$ cat config.mk
export PLATFORM = sky130hd
export DESIGN_NAME = fir_seq_ctrl
export DESIGN_NICKNAME = d
export VERILOG_FILES = /design/src/rtl/fir_pkg.sv /design/src/rtl/fir_seq_ctrl.sv
export SDC_FILE = /design/constraint.sdc
export NUM_CORES = 1
export LEC_CHECK = 0
export ABC_AREA = 1
export ABC_CLOCK_PERIOD_IN_PS = 5500
export BUFFER_PORTS_ARGS = -buffer_cell sky130_fd_sc_hd__buf_4
export CAP_MARGIN = 10
export CELL_PAD_IN_SITES_DETAIL_PLACEMENT = 1
export CELL_PAD_IN_SITES_GLOBAL_PLACEMENT = 1
export CORE_MARGIN = 2
export CORE_UTILIZATION = 38
export CTS_CLUSTER_SIZE = 28
export DETAILED_ROUTE_END_ITERATION = 7
export GPL_TIMING_DRIVEN = 0
export PLACE_DENSITY = 0.95
export SETUP_SLACK_MARGIN = 0.4
export SLEW_MARGIN = 40
export SYNTH_ARGS = -nofsm -noshare
export SYNTH_HDL_FRONTEND = slang
export SYNTH_SLANG_ARGS = --single-unit
$ cat constraint.sdc
create_clock -name clk -period 5.5 [get_ports clk]
set_input_delay 0 -clock clk [delete_from_list [all_inputs] [get_ports clk]]
set_output_delay 0 -clock clk [all_outputs]
set_load 0.05 [all_outputs]
$ cat src/rtl/fir_pkg.sv
// Shared definitions for the FIR core and its sequencer.
package fir_pkg;

  typedef enum logic [1:0] {
    FIR_OP_IDLE = 2'b00,
    FIR_OP_LOAD = 2'b01,
    FIR_OP_RUN  = 2'b10,
    FIR_OP_READ = 2'b11
  } fir_op_t;

  typedef enum logic [2:0] {
    S_IDLE,
    S_CLEAR,
    S_LOAD,
    S_COMPUTE,
    S_READ_REQ,
    S_READ_OUT
  } fir_seq_state_t;

  localparam int unsigned FIR_SIGNAL_LEN = 1000;
  localparam int unsigned FIR_COEF_LEN   = 100;

endpackage

$ cat src/rtl/fir_seq_ctrl.sv
// Frame sequencer for the shift-register FIR core: clear, load, run, read out.
module fir_seq_ctrl
  import fir_pkg::*;
#(
  parameter int unsigned SIGNAL_LEN = FIR_SIGNAL_LEN,
  parameter int unsigned COEF_LEN   = FIR_COEF_LEN,
  parameter int unsigned TIMEOUT    = SIGNAL_LEN * (COEF_LEN + 1) + 8
) (
  input  logic        clk,
  input  logic        reset,
  input  logic        start,
  output logic        busy,
  output logic        err,
  input  logic        in_valid,
  output logic        in_ready,
  input  logic [31:0] in_data,
  output logic        out_valid,
  input  logic        out_ready,
  output logic [31:0] out_data,
  output logic        out_last,
  output logic        fir_reset,
  output logic [1:0]  fir_op,
  output logic [31:0] fir_addr,
  output logic [31:0] fir_x,
  input  logic [31:0] fir_y,
  input  logic        fir_done
);

  localparam logic [31:0] K_LAST  = 32'(SIGNAL_LEN - 1);
  localparam logic [31:0] CYC_MAX = 32'(TIMEOUT);

  fir_seq_state_t state_q, state_d;
  logic [31:0]    k_q, k_d;
  logic [31:0]    cyc_q, cyc_d;
  logic           err_q, err_d;
  fir_op_t        op_d;

  assign busy     = (state_q != S_IDLE);
  assign err      = err_q;
  assign out_data = fir_y;
  assign fir_op   = op_d;

  // State, counters and sticky error flag.
  always_ff @(posedge clk or posedge reset) begin
    if (reset) begin
      state_q <= S_IDLE;
      k_q     <= '0;
      cyc_q   <= '0;
      err_q   <= 1'b0;
    end else begin
      state_q <= state_d;
      k_q     <= k_d;
      cyc_q   <= cyc_d;
      err_q   <= err_d;
    end
  end

  // Next-state and filter/stream controls; LOAD controls follow in_valid directly.
  always_comb begin
    state_d   = state_q;
    k_d       = k_q;
    cyc_d     = cyc_q;
    err_d     = err_q;
    op_d      = FIR_OP_IDLE;
    fir_addr  = '0;
    fir_x     = '0;
    fir_reset = 1'b0;
    in_ready  = 1'b0;
    out_valid = 1'b0;
    out_last  = 1'b0;
    case (state_q)
      S_IDLE: begin
        if (start) begin
          err_d   = 1'b0;
          state_d = S_CLEAR;
        end
      end
      S_CLEAR: begin
        fir_reset = 1'b1;
        k_d       = '0;
        state_d   = S_LOAD;
      end
      S_LOAD: begin
        in_ready = 1'b1;
        if (in_valid) begin
          op_d     = FIR_OP_LOAD;
          fir_addr = k_q;
          fir_x    = in_data;
          if (k_q == K_LAST) begin
            k_d     = '0;
            cyc_d   = '0;
            state_d = S_COMPUTE;
          end else begin
            k_d = k_q + 32'd1;
          end
        end
      end
      S_COMPUTE: begin
        op_d  = FIR_OP_RUN;
        cyc_d = cyc_q + 32'd1;
        if (fir_done) begin
          state_d = S_READ_REQ;
        end else if (cyc_q + 32'd1 == CYC_MAX) begin
          err_d   = 1'b1;
          state_d = S_IDLE;
        end
      end
      S_READ_REQ: begin
        op_d     = FIR_OP_READ;
        fir_addr = k_q;
        state_d  = S_READ_OUT;
      end
      S_READ_OUT: begin
        // fir_y holds its value here because op is not READ
        out_valid = 1'b1;
        out_last  = (k_q == K_LAST);
        if (out_ready) begin
          if (k_q == K_LAST) begin
            k_d     = '0;
            state_d = S_IDLE;
          end else begin
            k_d     = k_q + 32'd1;
            state_d = S_READ_REQ;
          end
        end
      end
      default: state_d = S_IDLE;
    endcase
  end

endmodule

==> flow_summary.yaml, run 1 <==
setup_path:
  worstSetupEndpointType: "flop"
  crit_buf_inv: 1
  cp_top_family: "simple AND/OR/NAND/NOR gates"
  critical_path.max_fanout: 9
  cpPeakStageDelay_ns: 0.53
  start_kind: "flop"
  crit_arrival_ns: 3.07
  crit_start: "cyc_q[0]$_DFFE_PP0P_"
  critPathKind: "flop to flop"
  reg2reg_to: "err$_DFFE_PP0P_"
  crit_top_cell: "nand2_1"
  worstReg2RegStart: "cyc_q[0]$_DFFE_PP0P_"
  reg2reg_depth: 13
  worstPathRequired_ns: 5.79
  crit_path_top_delay_cell: "dlygate4sd3_1"
  crit_chain: "ha_1, nand2_2, nor2_8, nand3_1, nor2_1, xnor2_1, nand4_1, nor2_1, nand2_1, nand2_1, nand2_1, nand2_1, dlygate4sd3_1"
  reg2reg_slack_ns: 2.72
power_and_ir_drop:
  p_per_area_nw_per_um2: 397
  clkPwrFrac_pct: 21.8
  ir_drop_mv: 0.174
  intPower_mw: 1.39
  switching_power_mw: 1.41
  seqPwrFrac_pct: 27.9
  leakage_nw: 3.48
  combPwrFrac_pct: 50.4
  netSwitchingFraction_pct: 50.3
floorplanning:
  dieWidth_um: 123
  ios: 174
  initial_utilization_pct: 39.0
  dieArea_um2: 15200
  core_area_um2: 13900
  die_y_um: 123
  rows: 43
timing:
  period_minus_slack_ns: 2.78
  max-slew-margin-rel_pct: 60.9
  worstMarginPinSlew_ns: 0.586
  setup-violations-final: 0
  max_freq_ghz: 0.360
  hold_viol: 0
  finClkSkew_ns: 0.00559
  rsz0062_at_grt: "no"
  fin_crit_sh_pct: 50.5
  finalMaxSlewViolations: 0
  finalSetupTns_ns: 0
final_layout:
  fin_nets: 1083
  final_cell_mix: "nand2_1, buf_4, nor2_1"
  drive_gt1_share_pct: 24.0
  fin_cells: 1195
  area_growth_pct: 30.5
  final_common_cell: "nand2_1"
  fin_area_um2: 7070
  multi_input_area_um2: 3010
  fillers: 1898
  ff_latch_area_um2: 1700
  num_antenna_cells: 0
logic_synthesis:
  synth_seq_cells: 68
  seq_area_frac_synth_pct: 31.4
  syn_avg_cell_area_um2: 6.34
  ys.warnings.count: 0
  synth_cell_types: 41
  synth_top_flop_cell: "dfrtp_1"
  netlist_instances: 854
  async_reset_ff_share_pct: 100
  synth_edf_count: 0
  syn-cell-area_um2: 5420
  syn-num-nets: 927
placement:
  dpl.hpwl_um: 15300
  place_area_um2: 6730
  dp.cells: 1175
  io_buffers: 140
  place.gp.congestion: 0.909
clocking:
  insertion_delay_ns: 0.35
  cts_tree: "yes"
  cts_buffer_depth: 2
  cts_resized: 0
  clkSlewWorstSetupHoldPaths_ns: 0.06
  clock_sinks: 68
  numCtsBuffers: 9
  htreeDepth: 3
  cts-root-buf: "clkbuf_16"
global_routing:
  grt_usage_pct: 26.8
  grt_pass1_vias: 6474
  grt_pass1_wl_um: 31900
  overflow: 0
  grt_max_degree: 55
  antenna_found_initial: 0
routing:
  num_vias: 6191
  finalWirelength_um: 20000
  ant_nets: 0
  viasPerCell: 5.18
  first_pass_iters: 4
  drt_iter0_drc: 314
  avgRoutedWirePerCell_um: 16.7
  route.detailed.drc: 0
run:
  maxCapViolations: 0
status:
  outcome: "finished clean"
min_path:
  holdCritPathClass: "input port to asynchronous set/reset pin"
## Yosys cell counts, types with 5 or more instances
library cell    n  share of area [%]
nand2_1       248                 17
nor2_1        167                 12
inv_1          90                6.2
dfrtp_1        68                 31
nand3_1        50                4.6
buf_4          34                4.7
o21ai_0        31                2.9
nand4_1        22                2.5
nand2_2        15                1.7
a21oi_1        13                1.2
nand3b_1       13                1.8
clkbuf_1       12               0.83
nor3_1         11                1.0
nor3_2          8                1.5
xor2_1          8                1.3
nor2_2          6               0.69
nor2_4          6                1.2
buf_2           5               0.46
nor4_1          5               0.58
## worst max path at each step
stage          slack, ns                     to  cells after the start
2_1_floorplan       3.20    k_q[15]$_DFFE_PP0P_                     10
3_3_place_gp        2.81  cyc_q[30]$_DFFE_PP0P_                      2
4_1_cts             2.76        err$_DFFE_PP0P_                     16
5_1_grt             2.58        err$_DFFE_PP0P_                     13
3_5_place_dp        3.14  cyc_q[14]$_DFFE_PP0P_                      8
6_report            2.72        err$_DFFE_PP0P_                     13
## power groups by stage
stage,Combinational (mW),Clock (mW),Sequential [mW]
after floorplan,0.971,0,0.745
after global placement,1.33,0,0.775
after detailed placement,1.38,0,0.783
after CTS,1.41,0.613,0.776
after global routing,1.54,0.630,0.799
final,1.41,0.610,0.781
## flip-flops by register name, summed over array words and instances, names as in the netlist
| name | cells |
|---|---|
| err | 1 |
| cyc_q | 32 |
| k_q | 32 |
| state_q | 3 |
## layout make-up
| type | instances | share of cell area, % |
|---|---|---|
| clock buffer | 10 | 3.38 |
| multi-input combinational | 637 | 42.5 |
| buffer | 56 | 5.08 |
| tap | 180 | 3.19 |
| inverter | 93 | 5.01 |
| clock inverter | 6 | 0.903 |
| timing repair buffer | 145 | 15.8 |
| sequential | 68 | 24.1 |
## tightest hold or removal path: cells and delay by family
family                 cells  cell delay, ns
buffers and inverters      3            0.84
## cell families after synthesis
family / after synthesis / synth area share (%)
and+or+nand+nor: 566 / 47.1
buffers and inverters: 149 / 13.1
DFF: 68 / 31.4
AOI/OAI and AO/OA: 59 / 6.21
xor gates and xnor gates: 9 / 1.46
adders and majority gates: 3 / 0.693
## what timing repair did
action,4_1_cts,5_1_grt
hold buffers,4,0
endpoints found under the hold margin,70,0
buffers inserted,0,0
## per-layer routing
layer	vias to the layer above	GRT usage, %	part of all wire, %
met3	44	4.47	4.4
met1	3027	31.9	40
met2	152	47.5	53
met4	0	10.9	2.6
met5	-	0	0
li1	2968	-	-
## through the flow
step	setup WS (ns)	util, %	hold WS [ns]	power [mW]
floorplan	3.20	-	0.167	1.72
global placement	2.81	48.2	0.254	2.11
detailed placement	3.14	48.4	-0.0643	2.17
CTS	2.76	50.9	0.126	2.80
global route	2.58	50.9	0.170	2.97
finish	2.72	50.9	0.127	2.80
No activity file was read; power rests on OpenSTA's default activity.
==> run 2, diff against run 1 <==
--- a/config.mk
+++ b/config.mk
@@ -6,17 +6,17 @@
 export NUM_CORES = 1
 export LEC_CHECK = 0
 export ABC_AREA = 1
-export ABC_CLOCK_PERIOD_IN_PS = 5500
+export ABC_CLOCK_PERIOD_IN_PS = 2240
 export BUFFER_PORTS_ARGS = -buffer_cell sky130_fd_sc_hd__buf_4
 export CAP_MARGIN = 10
 export CELL_PAD_IN_SITES_DETAIL_PLACEMENT = 1
 export CELL_PAD_IN_SITES_GLOBAL_PLACEMENT = 1
 export CORE_MARGIN = 2
-export CORE_UTILIZATION = 38
+export CORE_UTILIZATION = 32
 export CTS_CLUSTER_SIZE = 28
 export DETAILED_ROUTE_END_ITERATION = 7
 export GPL_TIMING_DRIVEN = 0
-export PLACE_DENSITY = 0.95
+export PLACE_DENSITY = 0.9
 export SETUP_SLACK_MARGIN = 0.4
 export SLEW_MARGIN = 40
 export SYNTH_ARGS = -nofsm -noshare
==> constraint.sdc (replaced) <==
create_clock -name clk -period 2.24 [get_ports clk]
set_input_delay 0 -clock clk [delete_from_list [all_inputs] [get_ports clk]]
set_output_delay 0 -clock clk [all_outputs]
set_load 0.05 [all_outputs]
==> flow_summary.yaml, run 2 (synthesis results as in run 1) <==
setup_path:
  reg2reg_slack_ns: -0.52
  critPathKind: "flop to flop"
  crit_start: "cyc_q[0]$_DFFE_PP0P_"
  worstReg2RegStart: "cyc_q[0]$_DFFE_PP0P_"
  crit_top_cell: "nand2_1"
  cpPeakStageDelay_ns: 0.46
  start_kind: "flop"
  endpoint: "err$_DFFE_PP0P_"
  critical_path.max_fanout: 6
  worstPathRequired_ns: 2.54
  crit_chain: "buf_4, inv_1, nor2_4, nand2_4, nor2_2, nand2_1, nand2_1, nand2_1, nor3_1, nand3_1, nor2_1, nand2_1, nand2_1, nand2_1, nand2_1"
  reg2reg_to: "err$_DFFE_PP0P_"
  crit_arrival_ns: 3.07
  reg2reg_depth: 15
  crit_path_top_delay_cell: "dfrtp_2"
  worstSetupEndpointType: "flop"
power_and_ir_drop:
  power.total_mw: 10.8
  netSwitchingFraction_pct: 52.6
  clkPwrFrac_pct: 16.8
  switching_power_mw: 5.67
  leakage_nw: 4.65
  combPwrFrac_pct: 63.9
  intPower_mw: 5.11
  p_per_area_nw_per_um2: 1060
  seqPwrFrac_pct: 19.3
  ir_drop_mv: 0.499
routing:
  viasPerCell: 6.21
  finalWirelength_um: 41400
  met3_length_um: 4290
  ant_nets: 0
  met1Wirelength_um: 13700
  top_layer_used: "met5"
  dr_wl_met2_um: 19200
  drt_iter0_drc: 1011
  num_vias: 8569
  route.detailed.drc: 0
  avgRoutedWirePerCell_um: 30.0
  first_pass_iters: 6
clocking:
  insertion_delay_ns: 0.38
  cts_buffer_depth: 2
  cts-root-buf: "clkbuf_16"
  htreeDepth: 3
  clock_sinks: 68
  clkSlewWorstSetupHoldPaths_ns: 0.08
  numCtsBuffers: 9
  cts_tree: "yes"
final_layout:
  fin_area_um2: 10200
  fin_cells: 1380
  num_antenna_cells: 0
  reg_top3: "cyc_q: 32 flops, k_q: 32 flops, state_q: 3 flops"
  final_cell_mix: "buf_4, nand2_1, nor2_1"
  fin_nets: 1228
  area_growth_pct: 87.8
  final_common_cell: "buf_4"
  fillers: 1960
  drive_gt1_share_pct: 54.5
timing:
  finClkSkew_ns: 0.0167
  fin_ws_ns: -0.524
  hold_viol: 0
  finalMaxSlewViolations: 0
  max_freq_ghz: 0.362
  fin_crit_sh_pct: 123
  setup-violations-final: 24
  period_minus_slack_ns: 2.76
  worstMarginPinSlew_ns: 0.745
  whs_ns: 0.173
  rsz0062_at_grt: "yes"
  max-slew-margin-rel_pct: 50.3
floorplanning:
  core_area_um2: 16600
  dieWidth_um: 134
  initial_utilization_pct: 32.7
  dieArea_um2: 18000
  rows: 47
  ios: 174
  die_y_um: 134
placement:
  dpl.hpwl_um: 15300
  io_buffers: 140
  place_area_um2: 6840
  place.gp.congestion: 0.852
  dp.cells: 1215
global_routing:
  grt_max_degree: 43
  grt_usage_pct: 31.3
  grt_pass1_wl_um: 43600
  grt_pass1_vias: 7787
  overflow: 0
  antenna_found_initial: 2
min_path:
  holdCritPathClass: "input port to asynchronous set/reset pin"
status:
  violations: "negative setup slack"
  outcome: "finished, violations left"
run:
  maxCapViolations: 0
-- run 2: changes by cell type in the layout (fill, tap and decap cells not counted), sizes merged, moves of 2 or more --
cell      previous run  this run
bufinv               1         3
clkinvlp             2         0
inv                 93        91
clkbuf              22        20
buf                185       332
-- run 2: per-stage QoR --
| step | utilization [%] | worst slack, ns | TNS (ns) |
|---|---|---|---|
| after floorplan | - | 0.258 | 0 |
| after global placement | 41.1 | -0.831 | -41.67 |
| after detailed placement | 41.3 | -0.137 | -1.83 |
| after CTS | 50.9 | 0.119 | 0 |
| after global routing | 61.3 | -0.466 | -3.73 |
| final | 61.3 | -0.524 | -3.68 |
-- run 2: worst max-delay path, delay by kind of cell, from the launching register on --
family | cells | cell delay, ns
AND/OR/NAND/NOR | 13 | 2.03
buffers and inverters | 2 | 0.21
flip-flops | 1 | 0.46
-- run 2: worst min-delay path by stage --
stage / from / cells past startpoint / slack, ns / end
after floorplan: fir_y[0] / 1 / 0.17 / out_data[0]
after global placement: fir_y[22] / 2 / 0.25 / out_data[22]
after detailed placement: reset / 2 / -0.006 / k_q[3]$_DFFE_PP0P_
after CTS: reset / 3 / 0.19 / k_q[6]$_DFFE_PP0P_
after global routing: reset / 3 / 0.20 / k_q[3]$_DFFE_PP0P_
final: reset / 3 / 0.17 / k_q[3]$_DFFE_PP0P_
-- run 2: per-layer routing --
metal | GRT usage, % | vias to the layer above
met3 | 6.84 | 375
met2 | 56.4 | 830
met4 | 17.0 | 2
met1 | 34.2 | 4109
met5 | 0 | -
li1 | - | 3253
-- run 2: power groups by stage --
| stage | sequential, mW | combinational [mW] | clock, mW |
|---|---|---|---|
| floorplan | 1.85 | 2.46 | 0 |
| global placement | 1.93 | 3.38 | 0 |
| detailed placement | 1.95 | 3.51 | 0 |
| CTS | 1.92 | 4.74 | 1.67 |
| global route | 2.08 | 6.97 | 1.81 |
| finish | 2.08 | 6.89 | 1.81 |
-- run 2: final cells by class --
| cell class | count | area, um^2 | share of cell area, % |
|---|---|---|---|
| buffer | 56 | 498 | 4.89 |
| clock buffer | 11 | 233 | 2.29 |
| tap | 220 | 275 | 2.71 |
| multi-input combinational | 638 | 4200 | 41.2 |
| inverter | 93 | 399 | 3.92 |
| timing repair buffer | 289 | 2750 | 27.0 |
| sequential | 68 | 1730 | 17.0 |
| clock inverter | 5 | 100 | 0.984 |
-- run 2: repair_timing --
item | in CTS | in global routing
cloned | 3 | 1
pin swaps | 46 | 65
hold buffers | 4 | 0
setup endpoints to repair | 103 | 133
hold endpoints to repair | 70 | 0
setup buffers | 79 | 62
gates resized for setup | 173 | 342
==> run 3, diff against run 2 <==
--- a/config.mk
+++ b/config.mk
@@ -6,7 +6,7 @@
 export NUM_CORES = 1
 export LEC_CHECK = 0
 export ABC_AREA = 1
-export ABC_CLOCK_PERIOD_IN_PS = 2240
+export ABC_CLOCK_PERIOD_IN_PS = 2450
 export BUFFER_PORTS_ARGS = -buffer_cell sky130_fd_sc_hd__buf_4
 export CAP_MARGIN = 10
 export CELL_PAD_IN_SITES_DETAIL_PLACEMENT = 1
@@ -18,6 +18,7 @@
 export GPL_TIMING_DRIVEN = 0
 export PLACE_DENSITY = 0.9
 export SETUP_SLACK_MARGIN = 0.4
+export SKIP_LAST_GASP = 1
 export SLEW_MARGIN = 40
 export SYNTH_ARGS = -nofsm -noshare
 export SYNTH_HDL_FRONTEND = slang
==> constraint.sdc (replaced) <==
create_clock -name clk -period 2.45 [get_ports clk]
set_input_delay 0 -clock clk [delete_from_list [all_inputs] [get_ports clk]]
set_output_delay 0 -clock clk [all_outputs]
set_load 0.05 [all_outputs]
==> flow_summary.yaml, run 3 (synthesis results as in run 1) <==
placement:
  place_area_um2: 6790
  place.gp.congestion: 0.873
  io_buffers: 140
  dpl.hpwl_um: 15300
clocking:
  clock_sinks: 68
  htreeDepth: 3
  cts-root-buf: "clkbuf_16"
  insertion_delay_ns: 0.35
  cts_tree: "yes"
  cts_buffer_depth: 2
  numCtsBuffers: 9
  clkSlewWorstSetupHoldPaths_ns: 0.07
timing:
  finalSetupTns_ns: 0
  period_minus_slack_ns: 2.28
  rsz0062_at_grt: "yes"
  setup-violations-final: 0
  finClkSkew_ns: 0.00873
  finalMaxSlewViolations: 0
  fin_crit_sh_pct: 92.9
  hold_viol: 0
  max_freq_ghz: 0.439
  max-slew-margin-rel_pct: 57.8
  worstMarginPinSlew_ns: 0.628
power_and_ir_drop:
  leakage_nw: 3.85
  ir_drop_mv: 0.626
  p_per_area_nw_per_um2: 942
routing:
  drt_iter0_drc: 564
  finalWirelength_um: 25000
  viasPerCell: 5.29
  num_vias: 6807
  avgRoutedWirePerCell_um: 19.5
  first_pass_iters: 6
  ant_nets: 0
  route.detailed.drc: 0
setup_path:
  worstPathRequired_ns: 2.74
  crit_path_top_delay_cell: "dfrtp_2"
  critPathKind: "flop to flop"
  crit_chain: "ha_4, nand2_8, nor2_8, nand2_4, nor2_4, nand2_1, nand2_1, nand2_2, buf_4, nor2_2, nand4_1, nor2_1, nand2_1, nand2_1, nand2_1, nand2_1"
  worstSetupEndpointType: "flop"
  critical_path.max_fanout: 5
  crit_arrival_ns: 2.57
  cp_top_family: "simple AND/OR/NAND/NOR gates"
  crit_top_cell: "nand2_1"
  cpPeakStageDelay_ns: 0.42
  start_kind: "flop"
  crit_buf_inv: 1
global_routing:
  grt_usage_pct: 23.9
  busiest_layer: "met2"
  grtUsageMet3_pct: 4.23
  antenna_found_initial: 0
  grt.met1_usage_pct: 28.7
  overflow: 0
  grt_pass1_vias: 6656
  grt_pass1_wl_um: 34200
  grt_use_met2_pct: 43.6
  grt_max_degree: 58
floorplanning:
  initial_utilization_pct: 32.7
  die_y_um: 134
  dieWidth_um: 134
  dieArea_um2: 18000
  ios: 174
  rows: 47
  core_area_um2: 16600
final_layout:
  fillers: 2178
  area_growth_pct: 47.9
  num_antenna_cells: 0
  reg_top3: "cyc_q: 32 flops, k_q: 32 flops, state_q: 3 flops"
  fin_nets: 1134
  fin_area_um2: 8010
  drive_gt1_share_pct: 36.6
  final_cell_mix: "nand2_1, buf_4, nor2_1"
  final_common_cell: "nand2_1"
min_path:
  holdCritPathClass: "input port to asynchronous set/reset pin"
status:
  outcome: "finished clean"
run:
  maxCapViolations: 0
[run 3: cell types whose count changed in the layout (fill, tap and decap cells not counted), moves of 16 or more]
cell	before	now
nor2_1	76	140
buf_6	65	4
nor2_4	65	19
buf_8	25	1
inv_1	59	83
nand2_1	211	230
nor2_2	39	21
inv_2	25	9
[run 3: final cells by class]
type | instances | area (um^2) | share of cell area, %
clock buffer | 10 | 229 | 2.86
tap | 220 | 275 | 3.44
inverter | 93 | 354 | 4.42
timing repair buffer | 195 | 1520 | 19.0
sequential | 68 | 1720 | 21.5
clock inverter | 6 | 113 | 1.41
buffer | 56 | 399 | 4.98
multi-input combinational | 638 | 3400 | 42.4
[run 3: stage by stage]
stage / hold slack [ns] / util (%) / cells / worst slack, ns / power, mW
6_report: 0.116 / 48.3 / 1286 / 0.174 / 7.55
3_5_place_dp: -0.0734 / 40.9 / 1215 / -0.00269 / 4.92
4_1_cts: 0.125 / 45.8 / 1263 / 0.295 / 6.93
2_1_floorplan: 0.167 / - / 854 / 0.397 / 3.87
3_3_place_gp: 0.254 / 40.7 / 1214 / -0.311 / 4.78
5_1_grt: 0.138 / 48.3 / 1286 / 0.0352 / 7.89
[run 3: what timing repair did]
item / 4_1_cts / 5_1_grt
pin swaps: 36 / 35
endpoints found under the hold margin: 70 / 0
endpoints found under the setup margin: 94 / 76
setup buffers: 27 / 22
gates cloned: 1 / 1
gates resized for setup: 67 / 70
hold buffers: 4 / 0
[run 3: tightest hold or removal path: cells and delay by family]
kind | cells | cell delay [ns]
buf+inv | 3 | 0.82
[run 3: path summary, 6_finish.rpt]
kind / startpoint / end / slack (ns) / cells after the start
min in group clk: fir_y[15] / out_data[15] / 0.25 / 2
max in group asynchronous: reset / k_q[21]$_DFFE_PP0P_ / 1.78 / 4
worst max register to register: cyc_q[0]$_DFFE_PP0P_ / err$_DFFE_PP0P_ / 0.17 / 16
worst min register to register: k_q[29]$_DFFE_PP0P_ / k_q[29]$_DFFE_PP0P_ / 0.50 / 1
worst min-delay path: reset / k_q[6]$_DFFE_PP0P_ / 0.12 / 3
worst max-delay path: cyc_q[0]$_DFFE_PP0P_ / err$_DFFE_PP0P_ / 0.17 / 16
[run 3: metal layers]
layer | part of all wire (%) | vias to the layer above
li1 | - | 3076
met1 | 38 | 3339
met2 | 53 | 299
met3 | 5.5 | 93
met4 | 4.1 | 0
met5 | 0 | -
[run 3: power breakdown]
| group | switching, mW | internal, mW |
|---|---|---|
| clock | 0.579 | 0.996 |
| combinational | 2.73 | 1.44 |
| sequential | 0.401 | 1.40 |
| total | 3.71 | 3.84 |
